`src/rtl/addsub_pkg.sv`:
```
// Shared types and constants for the serial add/subtract unit.
// Contents: FSM state enum, operation codes, and helpers giving the signed
// saturation limits for an arbitrary width (returned zero-extended to 64 bits).
package addsub_pkg;

  typedef enum logic [1:0] {IDLE, RUN, DONE} state_t;

  localparam logic OP_ADD = 1'b0;
  localparam logic OP_SUB = 1'b1;

  // Largest positive two's-complement value of width w: 0111...1
  function automatic logic [63:0] sat_max(input int unsigned w);
    return (64'd1 << (w - 1)) - 64'd1;
  endfunction

  // Most negative two's-complement value of width w: 1000...0
  function automatic logic [63:0] sat_min(input int unsigned w);
    return 64'd1 << (w - 1);
  endfunction

endpackage

```
`src/rtl/serial_addsub_unit_if.sv`:
```
// Handshake/data bundle between the operand source and the add/sub unit.
// master: operand source / result consumer; slave: the add/sub unit.
// Signals: in_valid/in_ready/addsub/x/y (request), out_valid/out_ready/result
// and flags c_out/overflow/zero/negative (response), busy (status).
interface serial_addsub_unit_if #(
  parameter int unsigned WIDTH = 16
);
  logic             in_valid;
  logic             in_ready;
  logic             addsub;
  logic [WIDTH-1:0] x;
  logic [WIDTH-1:0] y;
  logic             out_valid;
  logic             out_ready;
  logic [WIDTH-1:0] result;
  logic             c_out;
  logic             overflow;
  logic             zero;
  logic             negative;
  logic             busy;

  modport master (
    output in_valid, addsub, x, y, out_ready,
    input  in_ready, out_valid, result, c_out, overflow, zero, negative, busy
  );

  modport slave (
    input  in_valid, addsub, x, y, out_ready,
    output in_ready, out_valid, result, c_out, overflow, zero, negative, busy
  );
endinterface

```
`src/rtl/chunk_adder.sv`:
```
// Combinational CHUNK-bit ripple adder built from full_adder cells.
// Ports: a, b (CHUNK-bit addends), c_in; sum, c_out (carry out of top bit),
// c_msb (carry into top bit, used for signed overflow on the final chunk).
module chunk_adder #(
  parameter int unsigned CHUNK = 4
) (
  input  logic [CHUNK-1:0] a,
  input  logic [CHUNK-1:0] b,
  input  logic             c_in,
  output logic [CHUNK-1:0] sum,
  output logic             c_out,
  output logic             c_msb
);
  logic [CHUNK:0] c;

  assign c[0] = c_in;

  for (genvar i = 0; i < CHUNK; i++) begin : g_fa
    full_adder u_fa (
      .a  (a[i]),
      .b  (b[i]),
      .ci (c[i]),
      .s  (sum[i]),
      .co (c[i+1])
    );
  end

  assign c_out = c[CHUNK];
  assign c_msb = c[CHUNK-1];
endmodule

```
`src/rtl/full_adder.sv`:
```
// One-bit full adder.
// Ports: a, b, ci (inputs); s (sum), co (carry out).
module full_adder (
  input  logic a,
  input  logic b,
  input  logic ci,
  output logic s,
  output logic co
);
  assign s  = a ^ b ^ ci;
  assign co = (a & b) | (ci & (a ^ b));
endmodule

```
`src/rtl/serial_addsub_unit.sv`:
```
// Multi-cycle two's-complement add/subtract unit, CHUNK bits per clock.
// Ports: clk, rst (async, active-high); bus (serial_addsub_unit_if.slave):
//   in_valid/in_ready/addsub/x/y request, out_valid/out_ready/result and
//   c_out/overflow/zero/negative response, busy status.
// Optional: define ADDSUB_SAT_EN to saturate the result on signed overflow
// (overflow and c_out still report the raw event).
module serial_addsub_unit
  import addsub_pkg::*;
#(
  parameter int unsigned WIDTH = 16,
  parameter int unsigned CHUNK = 4
) (
  input  logic                 clk,
  input  logic                 rst,
  serial_addsub_unit_if.slave  bus
);
  localparam int unsigned NCHUNK = WIDTH / CHUNK;
  localparam int unsigned CW     = (NCHUNK > 1) ? $clog2(NCHUNK) : 1;
  localparam logic [CW-1:0] LAST = CW'(NCHUNK - 1);

  if (WIDTH % CHUNK != 0) begin : g_bad_chunk
    $error("serial_addsub_unit: WIDTH must be a multiple of CHUNK");
  end

`ifdef ADDSUB_SAT_EN
  localparam logic [WIDTH-1:0] SAT_MAX = WIDTH'(sat_max(WIDTH));
  localparam logic [WIDTH-1:0] SAT_MIN = WIDTH'(sat_min(WIDTH));
`endif

  state_t           state, state_n;
  logic             load, step, last;
  logic [CW-1:0]    count;
  logic             carry;
  logic [WIDTH-1:0] xr, yr, res, res_step, res_fin;
  logic             c_out_r, ovf_r, zero_r, neg_r;
  logic [CHUNK-1:0] a_ch, b_ch, s_ch;
  logic             add_cout, add_cmsb, ovf_step;

  // FSM state register
  always_ff @(posedge clk or posedge rst) begin
    if (rst) state <= IDLE;
    else     state <= state_n;
  end

  // FSM next state and datapath strobes
  always_comb begin
    state_n = state;
    load    = 1'b0;
    step    = 1'b0;
    last    = (count == LAST);
    case (state)
      IDLE: begin
        if (bus.in_valid) begin
          load    = 1'b1;
          state_n = RUN;
        end
      end
      RUN: begin
        step = 1'b1;
        if (last) state_n = DONE;
      end
      DONE: begin
        if (bus.out_ready) state_n = IDLE;
      end
      default: state_n = IDLE;
    endcase
  end

  // Current chunk of each operand feeds the single shared chunk adder
  always_comb begin
    a_ch = xr[count*CHUNK +: CHUNK];
    b_ch = yr[count*CHUNK +: CHUNK];
  end

  chunk_adder #(.CHUNK(CHUNK)) u_chunk (
    .a     (a_ch),
    .b     (b_ch),
    .c_in  (carry),
    .sum   (s_ch),
    .c_out (add_cout),
    .c_msb (add_cmsb)
  );

  // Result with this cycle's chunk merged in; on the last chunk this is the
  // complete answer, from which the flags are derived before it is stored.
  always_comb begin
    res_step = res;
    res_step[count*CHUNK +: CHUNK] = s_ch;
    ovf_step = add_cmsb ^ add_cout;
    res_fin  = res_step;
`ifdef ADDSUB_SAT_EN
    if (ovf_step) res_fin = xr[WIDTH-1] ? SAT_MIN : SAT_MAX;
`endif
  end

  // Subtraction is x + ~y + 1: invert y on capture, seed the carry with 1
  always_ff @(posedge clk or posedge rst) begin
    if (rst) begin
      xr      <= '0;
      yr      <= '0;
      carry   <= 1'b0;
      count   <= '0;
      res     <= '0;
      c_out_r <= 1'b0;
      ovf_r   <= 1'b0;
      zero_r  <= 1'b0;
      neg_r   <= 1'b0;
    end else if (load) begin
      xr    <= bus.x;
      yr    <= bus.y ^ {WIDTH{bus.addsub}};
      carry <= (bus.addsub == OP_SUB);
      count <= '0;
    end else if (step) begin
      carry <= add_cout;
      if (last) begin
        res     <= res_fin;
        c_out_r <= add_cout;
        ovf_r   <= ovf_step;
        zero_r  <= (res_fin == '0);
        neg_r   <= res_fin[WIDTH-1];
      end else begin
        res   <= res_step;
        count <= count + 1'b1;
      end
    end
  end

  assign bus.in_ready  = (state == IDLE) && !rst;
  assign bus.out_valid = (state == DONE);
  assign bus.busy      = (state != IDLE);
  assign bus.result    = res;
  assign bus.c_out     = c_out_r;
  assign bus.overflow  = ovf_r;
  assign bus.zero      = zero_r;
  assign bus.negative  = neg_r;
endmodule

```
`src/flat_wrapper.sv`:
```
// flat-port wrapper written by rule: the top's interface ports become plain ports
module serial_addsub_unit_flat import addsub_pkg::*;
#(
  parameter int unsigned WIDTH = 16,
  parameter int unsigned CHUNK = 4
)
  (clk, rst, bus_in_valid, bus_addsub, bus_x, bus_y, bus_out_ready, bus_in_ready, bus_out_valid, bus_result, bus_c_out, bus_overflow, bus_zero, bus_negative, bus_busy);
  serial_addsub_unit_if #(.WIDTH(WIDTH)) bus_i ();
  input  logic clk;
  input  logic rst;
  input wire logic [$bits(bus_i.in_valid)-1:0] bus_in_valid;
  input wire logic [$bits(bus_i.addsub)-1:0] bus_addsub;
  input wire logic [$bits(bus_i.x)-1:0] bus_x;
  input wire logic [$bits(bus_i.y)-1:0] bus_y;
  input wire logic [$bits(bus_i.out_ready)-1:0] bus_out_ready;
  output wire logic [$bits(bus_i.in_ready)-1:0] bus_in_ready;
  output wire logic [$bits(bus_i.out_valid)-1:0] bus_out_valid;
  output wire logic [$bits(bus_i.result)-1:0] bus_result;
  output wire logic [$bits(bus_i.c_out)-1:0] bus_c_out;
  output wire logic [$bits(bus_i.overflow)-1:0] bus_overflow;
  output wire logic [$bits(bus_i.zero)-1:0] bus_zero;
  output wire logic [$bits(bus_i.negative)-1:0] bus_negative;
  output wire logic [$bits(bus_i.busy)-1:0] bus_busy;
  assign bus_i.in_valid = bus_in_valid;
  assign bus_i.addsub = bus_addsub;
  assign bus_i.x = bus_x;
  assign bus_i.y = bus_y;
  assign bus_i.out_ready = bus_out_ready;
  assign bus_in_ready = bus_i.in_ready;
  assign bus_out_valid = bus_i.out_valid;
  assign bus_result = bus_i.result;
  assign bus_c_out = bus_i.c_out;
  assign bus_overflow = bus_i.overflow;
  assign bus_zero = bus_i.zero;
  assign bus_negative = bus_i.negative;
  assign bus_busy = bus_i.busy;
  serial_addsub_unit #(.WIDTH(WIDTH), .CHUNK(CHUNK)) u_core (.clk(clk), .rst(rst), .bus(bus_i));
endmodule
```
`config.mk`:
```
export PLATFORM = sky130hd
export DESIGN_NAME = serial_addsub_unit_flat
export DESIGN_NICKNAME = d
export VERILOG_FILES = /design/src/rtl/addsub_pkg.sv /design/src/rtl/serial_addsub_unit_if.sv /design/src/rtl/chunk_adder.sv /design/src/rtl/full_adder.sv /design/src/rtl/serial_addsub_unit.sv /design/src/flat_wrapper.sv
export SDC_FILE = /design/constraint.sdc
export NUM_CORES = 1
export LEC_CHECK = 0
export BUFFER_PORTS_ARGS = -buffer_cell sky130_fd_sc_hd__buf_2
export CAP_MARGIN = 20
export CELL_PAD_IN_SITES_DETAIL_PLACEMENT = 1
export CELL_PAD_IN_SITES_GLOBAL_PLACEMENT = 2
export CORE_UTILIZATION = 38
export CTS_CLUSTER_DIAMETER = 150
export DETAILED_ROUTE_END_ITERATION = 12
export PLACE_DENSITY_LB_ADDON = 0.2
export SLEW_MARGIN = 20
export SYNTH_ARGS = -nofsm -noshare
export SYNTH_HDL_FRONTEND = slang
export SYNTH_HIERARCHICAL = 1
export SYNTH_SLANG_ARGS = --single-unit
```
`constraint.sdc`:
```
create_clock -name clk -period 9.5 [get_ports clk]
set_input_delay 0.475 -clock clk [delete_from_list [all_inputs] [get_ports clk]]
set_output_delay 0.475 -clock clk [all_outputs]
set_load 0.02 [all_outputs]
```
; ---- After elaboration in Yosys (flattened, before gate mapping)
; Index checks and enable logic that the tools add are counted.
[totals]
ff_bits = 57
input_bits = 37
out_inout_bits = 23
word_cells = 69
[classes]
add_sub_neg = 2
eq_ne = 7
shift = 4
muxes = 13
n_bitwise = 23
reduce_logical = 10
[op_table]
columns = cell, count
row1 = $neg A4 Y34, 1
row2 = $shift A4 B34 Y16 const A, 1
row3 = $shiftx A4 B34 Y16, 1
row4 = $shiftx A16 B5 Y4, 2
row5 = $bwmux W16, 1
row6 = $logic_not A16 Y1, 1
row7 = $xor A16 B16 Y16, 1
row8 = $mux W2, 6
row9 = $xor A1 B1 Y1, 9
row10 = $and A1 B1 Y1, 8
row11 = $pmux W2 S3, 1
row12 = $reduce_and A3 Y1, 2
row13 = $mux W1, 5
row14 = $eq A2 B2 Y1 const B, 2
row15 = $ne A2 B1 Y1 const B, 2
row16 = $ne A2 B2 Y1 const B, 2
row17 = $or A1 B1 Y1, 4
row18 = $reduce_and A2 Y1, 2
row19 = $reduce_bool A2 Y1, 2
row20 = $add A2 B1 Y2 const B, 1
row21 = $eq A2 B1 Y1 const B, 1
row22 = $logic_not A2 Y1, 1
row23 = $logic_and A1 B1 Y1, 1
row24 = $logic_not A1 Y1, 1
row25 = $not A1 Y1, 1

; ---- Longest topological paths before layout
; Gate-level depths: netlist of the first run.
[depth]
word_depth = 12
depth_mapped = 9

; ---- Modules after synthesis
; The synthesis of the first run kept the hierarchy.
[by_module_without_submodules]
columns = module, instances, cells_each, area_per_inst_um2, seq_area_each_um2
row1 = serial_addsub_unit, 1, 231, 2761.4, 1426.4
row2 = full_adder, 4, 1, 20.0, 0.0

; ---- Worst setup path before layout of the first run
; OpenSTA, ideal clock, no wires.
[synth_path]
path_type = flip-flop to flip-flop
from = reg u_core.count[0]
to = reg u_core.zero_r (netlist: u_core/bus.zero)
setup_ns = 0.104
t_arrival_ns = 3.625
setup_slack_ns = 5.771
stages_incl_launch_ff = 10
path_buffers = 1
path_cell_list = dfrtp_1 > buf_4 > mux4_2 > fa_1 > fa_1 > fa_1 > fa_1 > nor4_1 > nor2_1 > o41ai_2
[synth_between]
elab_chain_len = 12
elab_cells_between_ends = 26
cone_classes = 1 x add/sub / 1 x eq/ne / 4 x shift / 1 x mux / 17 x bitwise / 2 x reduce/logical
[synth_rtl]
columns = item, line_no
row1 = from (decl), serial_addsub_unit.sv:32  ; logic [CW-1:0] count;
row2 = from (signal assigned), serial_addsub_unit.sv:123  ; count <= count + 1'b1;
row3 = $shiftx A16 B5 Y4 *, serial_addsub_unit.sv:71  ; a_ch = xr[count*CHUNK +: CHUNK];
row4 = named net u_core.a_ch[0], serial_addsub_unit.sv:36  ; logic [CHUNK-1:0] a_ch, b_ch, s_ch;
row5 = $xor A1 B1 Y1, full_adder.sv:11  ; assign co = (a & b) | (ci & (a ^ b));
row6 = $and A1 B1 Y1, full_adder.sv:11
row7 = $or A1 B1 Y1 *, full_adder.sv:11
row8 = named net u_core.u_chunk.c[1], chunk_adder.sv:14  ; logic [CHUNK:0] c;
row9 = $and A1 B1 Y1 *, full_adder.sv:11
row10 = $or A1 B1 Y1 *, full_adder.sv:11
row11 = named net u_core.u_chunk.c[2], chunk_adder.sv:14
row12 = $and A1 B1 Y1 *, full_adder.sv:11
row13 = $or A1 B1 Y1 *, full_adder.sv:11
row14 = named net u_core.add_cmsb, serial_addsub_unit.sv:37  ; logic add_cout, add_cmsb, ovf_step;
row15 = $xor A1 B1 Y1 *, full_adder.sv:10  ; assign s = a ^ b ^ ci;
row16 = named net u_core.s_ch[3], serial_addsub_unit.sv:36
row17 = $shiftx A4 B34 Y16 *, serial_addsub_unit.sv:88  ; res_step[count*CHUNK +: CHUNK] = s_ch;
row18 = $bwmux W16 *, serial_addsub_unit.sv:88
row19 = $logic_not A16 Y1 *, serial_addsub_unit.sv:119  ; zero_r <= (res_fin == '0);
row20 = to (signal assigned), serial_addsub_unit.sv:119
row21 = to (decl), serial_addsub_unit.sv:35  ; logic c_out_r, ovf_r, zero_r, neg_r;
; Mark *: on every way through the listed nets, which the timed path passes. The rest lies on a longest branch.
; A chain may end at the register's enable or synchronous reset.

; ---- Final worst setup path of the first run
; Ends and elaborated chain as after synthesis.

==> summary.md, run 1 <==
| Metric | Value |
|---|---|
| Outcome | completed |
| Root buf cell | clkbuf_8 |
| Simple-gate share of the synthesized area | 0.1022 |
| Adder-cell share of the synthesized area | 0.05460 |
| Die area | roughly 8000 µm² |
| Die W | 88.47 µm |
| Syn Area/Cell | around 12 µm² |
| Normalized max-slew margin | 0.3729 |
| Final Hold Fails | 0 |
| GP Congestion | around 0.70 |
| H-tree depth | 3 |
| Ys flop type | dfrtp_1 |
| Number of CTS-inserted buffers | 9 |
| Worst clock skew | approximately 7.4 ps |
| Share of cells above drive strength 1 | 0.3100 |
| Max-cap viol count | 0 |
| Most used cell, CP | fa_1 |
| Startpoint class of the critical path | flop |
| Mapped Area | approximately 2800 µm² |
| Post-layout net count | 342 |
| Hold_buf cts | 0 |
| Synth Register Bits | between 50 and 60 |
| Top post-synthesis cells by area | dfrtp_1, mux4_2, mux2_1, xnor2_1, a32o_1 |
| Final hold slack | approximately 330 ps |
| Worst path depth | 8 |
| DP Wirelength | between 4000 and 5000 µm |
| Final worst path period share | 0.4460 |
| Reg2Reg Depth | 8 |
| Seq/Total Area, Yosys | 0.5020 |
| CTS Buffer Depth | 2 |
| Number of synthesized flops with an enable pin | 0 |
| Slew @ Worst Pin | approximately 940 ps |
| Tmin final | between 4000 and 5000 ps |
| Crit Path Class | flop to flop |
| Leakage power | 1.534 nW |
| Row cnt | 31 |
| CTS sink cnt | 57 |
| Synth top area share | 0.5020 |
| P&R area growth vs syn | 19.64% |
| Maximum VDD drop | 0.2311 mV |
| Critical Path AT | roughly 4500 ps |
| CTS clk-pin slew, worst paths | about 60 ps |
| Critical Path Max Stage Delay | approximately 840 ps |
| First-pass GRT wire length | just over 10,000 µm |
| Total congestion overflow | 0 |
| Max-slew violation count | 0 |
| Synth Area in Compound Gates | 0.1123 |
| Post-route ant nets | 0 |
| Power Density | a little over 400 nW/µm² |
| Antenna violations before repair | 0 |
| Final WL | 6108 µm |
| Initial core utilization | 0.3918 |
| TritonRoute pass-1 iters | 4 |
| Top delay family on crit path | adder cells |
| WP data required | 9720 ps |
| Port buffer count | 59 |
| RSZ-0062 raised after global routing | no |
| Xor and xnor area share after synthesis | 0.05240 |
| WHS Path Cells | 2 |
| Starting DRC count in detailed routing | approximately 100 |
| # DRC | 0 |
| Max stage delay cell, worst path | dfrtp_1 |
| Crit Path Max Fanout | 17 |
| Total track usage | 0.1741 |
| Mux cell area share after synthesis | 0.1383 |
| Peak Freq | between 200 and 250 MHz |
| Type of the worst min-delay path | input port to flop |
| Area leader, netlist | dfrtp_1 |
| Asr flop ratio synth | 1.000 |
| Resized Gates After CTS | 0 |
| WL per Instance | 15.31 µm |
| Ports | 60 |
| Core ar. | between 7000 and 8000 µm² |
| Yosys warnings | 6 |
| Syn_nets | ~280 |
| CP Capture Type | flop |
| Via density | between 5 and 6 |
| Synth Instances | 235 |
| Vias in the first global route | roughly 2,000 |
| Worst skew pair latency | around 330 ps |
| Largest family of logic cells by synthesized area | multiplexers |
| Vias post-DR | about 2,000 |
| Setup Fix Bufs, Post-CTS | 0 |
| Crit path buffers/inverters | 0 |
| CP Cell Sequence | mux4_2 > fa_1 > fa_1 > fa_1 > fa_1 > nor4_1 > nor2_1 > o41ai_2 |
| Fin Setup TNS | 0 ps |
| Setup violators final | 0 |
| # diodes | 0 |
| Final core occ | 0.4687 |
| Pin count of the biggest net entering global routing | between 50 and 60 |
| Die height | between 80 and 90 µm |
| CTS tree | done |
| Synth unique cells | 34 |
## sequential cells by signal, summed over array words and instances, names as in the netlist
register	cells
u_core/xr	16
u_core/bus.c_out	1
u_core/bus.overflow	1
u_core/state	2
u_core/carry	1
u_core/yr	16
u_core/bus.result	16
u_core/count	2
u_core/bus.negative	1
u_core/bus.zero	1
## through the flow
step	std cells	area (µm²)	setup slack (ps)	power [W]
floorplan	235	2841	5771	0.0009563
global placement	383	3189	5359	0.001160
detailed placement	383	3189	5233	0.001180
CTS	399	3400	5222	0.001429
global route	399	3400	4965	0.001520
finish	399	3400	5263	0.001403
## path summary, 6_finish.rpt
| path | start | endpoint | slack, ps |
|---|---|---|---|
| worst max register to register | u_core/count[0] | u_core/bus.zero | 5260 |
| max in group asynchronous | rst | u_core/yr[10] | 8670 |
| worst min-delay path | bus_out_ready | u_core/state[1] | 330 |
| worst min register to register | u_core/bus.negative | u_core/bus.negative | 490 |
| min in group asynchronous | rst | u_core/state[1] | 360 |
| worst max-delay path | u_core/count[0] | u_core/bus.zero | 5260 |
## cells in the final DEF (no fill, tap or decap), drive strengths merged, types with 2 or more instances in the layout
master	netlist	layout
a32o	11	11
o21ai	12	12
o41ai	2	2
nand2b	2	2
clkbuf	1	10
mux2	18	18
and2	2	2
a21oi	16	16
ha	6	6
buf	10	60
fa	4	4
xnor2	17	17
nand2	22	22
nor4	4	4
nor3	2	2
bufinv	0	2
dfrtp	57	57
nor2	22	22
mux4	8	8
inv	8	8
nor2b	3	3
clkinv	0	3
## layer usage
metal | part of all wire | GRT usage | vias to the layer above
li1 | - | - | 954
met4 | 0.016 | 0.08358 | 0
met1 | 0.44 | 0.2240 | 1019
met5 | 0 | 0 | -
met3 | 0.031 | 0.03078 | 9
met2 | 0.51 | 0.2853 | 38
## cell families after synthesis
family                     after synthesis
and+or+nand+nor                         60
muxes                                   27
buffers and inverters                   19
xor gates and xnor gates                17
AOI/OAI and AO/OA                       45
adders and majority gates               10
DFF                                     57
## worst reg2reg max path, cell delays in order, from the launching register on
cell     delay [ps]
dfrtp_1         840
mux4_2          620
fa_1            440
fa_1            410
fa_1            430
fa_1            590
nor4_1          410
nor2_1           90
o41ai_2         300
## area by class of cell
type	instances	area [µm²]
Clock buffer	10	127.6
Clock inverter	6	82.58
Fill cell	818	3854
Inverter	8	30.03
Multi-Input combinational cell	159	1306
Sequential cell	57	1426
Tap cell	99	123.9
Timing Repair Buffer	60	302.8
## power by group
part / switching [W] / leakage (nW) / internal (W)
logic: 0.000417 / 0.733 / 0.000304
registers: 0.0000861 / 0.695 / 0.000352
clock network: 0.0000977 / 0.106 / 0.000146
total: 0.000601 / 1.53 / 0.000802
## cells in the mapped netlist (4+ instances only)
master	count
o21ai_0	11
mux2_1	15
ha_1	6
buf_4	5
nand2_1	22
nor4_1	4
inv_1	8
a21oi_1	16
dfrtp_1	57
fa_1	4
mux4_2	8
a32o_1	11
xnor2_1	17
nor2_1	21
No activity file was read; power rests on OpenSTA's default activity.
==> run 2, diff against run 1 <==
--- a/config.mk
+++ b/config.mk
@@ -9,7 +9,7 @@
 export CAP_MARGIN = 20
 export CELL_PAD_IN_SITES_DETAIL_PLACEMENT = 1
 export CELL_PAD_IN_SITES_GLOBAL_PLACEMENT = 2
-export CORE_UTILIZATION = 38
+export CORE_UTILIZATION = 36
 export CTS_CLUSTER_DIAMETER = 150
 export DETAILED_ROUTE_END_ITERATION = 12
 export PLACE_DENSITY_LB_ADDON = 0.2
==> constraint.sdc (replaced) <==
create_clock -name clk -period 4.4 [get_ports clk]
set_input_delay 0.22 -clock clk [delete_from_list [all_inputs] [get_ports clk]]
set_output_delay 0.22 -clock clk [all_outputs]
set_load 0.02 [all_outputs]
==> run 2 against run 1 <==
Compared with the run above: combinational power up 120%; sequential power rose by 110%; global-route usage fell by 0.24 points; clock skew shrank 0.64 ps; design area hardly changed; critical path depth up 1; hold slack got worse by 260 ps; routed wire length rose by 2.9%; core utilization decreased by 2.7 points; critical endpoint unchanged; largest cell class unchanged.
==> summary.md, run 2 (synthesized netlist as in run 1, its figures left out) <==
| Metric | Value |
|---|---|
| Worst clock skew | around 6.7 ps |
| Critical Path AT | 4140 ps |
| Antenna violations before repair | 0 |
| Normalized max-slew margin | 0.3932 |
| P&R area growth vs syn | 19.55% |
| Uppermost routed layer | met4 |
| CTS tree | done |
| Total congestion overflow | 0 |
| Max stage delay cell, worst path | fa_1 |
| Commonest cells after routing, fill and taps aside | buf_2, dfrtp_1, nand2_1 |
| WL per Instance | between 15 and 20 µm |
| Routed wl met2 | approximately 3100 µm |
| Crit Path Class | flop to flop |
| Vias in the first global route | 2,133 |
| Tmin final | ~3900 ps |
| Overall Power | roughly 0.003 W |
| Core ar. | between 7000 and 8000 µm² |
| Most used cell, CP | fa_1 |
| Die area | around 8300 µm² |
| Root buf cell | clkbuf_8 |
| Met1 Wirelength | 2929 µm |
| Post-route insts no fill | between 400 and 500 |
| Final worst path period share | 0.8858 |
| Dpl ws | ~500 ps |
| Final Hold Fails | 0 |
| Fillcell total | 860 |
| CTS clk-pin slew, worst paths | ~70 ps |
| Most common cell after layout, fill and taps aside | buf_2 |
| Register area | around 1400 µm² |
| Ports | 60 |
| GP Congestion | roughly 0.73 |
| CP Capture Type | flop |
| First-pass GRT wire length | around 11,000 µm |
| Final core occ | 0.4419 |
| # DRC | 0 |
| Starting DRC count in detailed routing | between 50 and 60 |
| Max-slew violation count | 0 |
| CP Cell Sequence | buf_4 > mux4_2 > fa_1 > fa_1 > fa_1 > fa_1 > nor4_1 > nor2_1 > o41ai_2 |
| Outcome | completed |
| Routed length on met3 | 245 µm |
| Maximum VDD drop | 0.4704 mV |
| Hold_buf cts | 0 |
| H-tree depth | 3 |
| CTS sink cnt | 57 |
| Crit Path Max Fanout | 6 |
| Port buffer count | slightly below 60 |
| Leakage power | roughly 1.5 nW |
| Setup violators final | 0 |
| Pin count of the biggest net entering global routing | 58 |
| Number of CTS-inserted buffers | 9 |
| Setup Fix Bufs, Post-CTS | 0 |
| Peak Freq | ~260 MHz |
| Final WL | 6288 µm |
| Max-cap viol count | 0 |
| WP data required | ~4600 ps |
| DP Wirelength | about 4500 µm |
| Initial core utilization | 0.3696 |
| TritonRoute pass-1 iters | 7 |
| Row cnt | 32 |
| Power Density | around 880 nW/µm² |
| Post-Place Cells | about 390 |
| Setup WS post-layout | 502.5 ps |
| Post-route ant nets | 0 |
| Die W | a little over 90 µm |
| Slew @ Worst Pin | ~910 ps |
| Total track usage | 0.1716 |
| Startpoint class of the critical path | flop |
| Vias post-DR | between 2,000 and 2,500 |
| Fin Setup TNS | 0 ps |
| Area of the multi-input gates | 1306 µm² |
| # diodes | 0 |
| Critical Path Max Stage Delay | 590 ps |
| CTS Buffer Depth | 2 |
| Post-layout net count | 345 |
| Worst skew pair latency | between 300 and 400 ps |
| Via density | roughly 5 |
| Die height | ~91 µm |
| RSZ-0062 raised after global routing | no |
| Share of cells above drive strength 1 | 0.3201 |
| Type of the worst min-delay path | input port to flop |
| Resized Gates After CTS | 0 |
[run 2: cell count changes in the layout (fill, tap and decap cells not counted), sizes merged]
cell / change
clkbuf: +1
bufinv: -2
clkinvlp: +1
buf: +3
[run 2: where the power goes]
| group | switching, W | internal (W) |
|---|---|---|
| clock network | 0.000217 | 0.000232 |
| logic | 0.000935 | 0.000672 |
| registers | 0.000158 | 0.000761 |
[run 2: through the flow]
step	instance area, µm²	hold slack [ps]
finish	3397	67.31
global route	3397	68.98
CTS	3397	54.28
detailed placement	3216	437.7
global placement	3216	416.3
floorplan	2841	327.6
[run 2: final timing paths]
check | startpoint | cells after the start | to | slack, ps
worst max register to register | u_core/count[0] | 9 | u_core/bus.zero | 500
worst max-delay path | u_core/count[0] | 9 | u_core/bus.zero | 500
min in group asynchronous | rst | 3 | u_core/xr[2] | 90
worst min register to register | u_core/xr[12] | 1 | u_core/xr[12] | 490
worst min-delay path | bus_out_ready | 2 | u_core/state[1] | 70
max in group asynchronous | rst | 3 | u_core/bus.result[8] | 3830
[run 2: final cells by class]
| class | instances | share of cell area |
|---|---|---|
| multi-input cells | 159 | 0.3845 |
| clock inverters | 5 | 0.008840 |
| repair buffers | 63 | 0.09576 |
| flip-flops and latches | 57 | 0.4199 |
| inverters | 8 | 0.008840 |
| well taps | 102 | 0.03757 |
| clock buffers | 11 | 0.04457 |
[run 2: critical path: cells and delay by family, from the launching register on]
kind                       cells  cell delay (ps)
adders and majority gates      4             1850
and+or+nand+nor                2              530
muxes                          1              520
DFF                            1              430
AOI/OAI and AO/OA              1              280
buffers and inverters          1              190
[run 2: layer usage]
metal | vias up | global-route usage
met5 | - | 0
met2 | 48 | 0.2658
met3 | 4 | 0.04630
li1 | 960 | -
met4 | 0 | 0.05556
met1 | 1002 | 0.2338
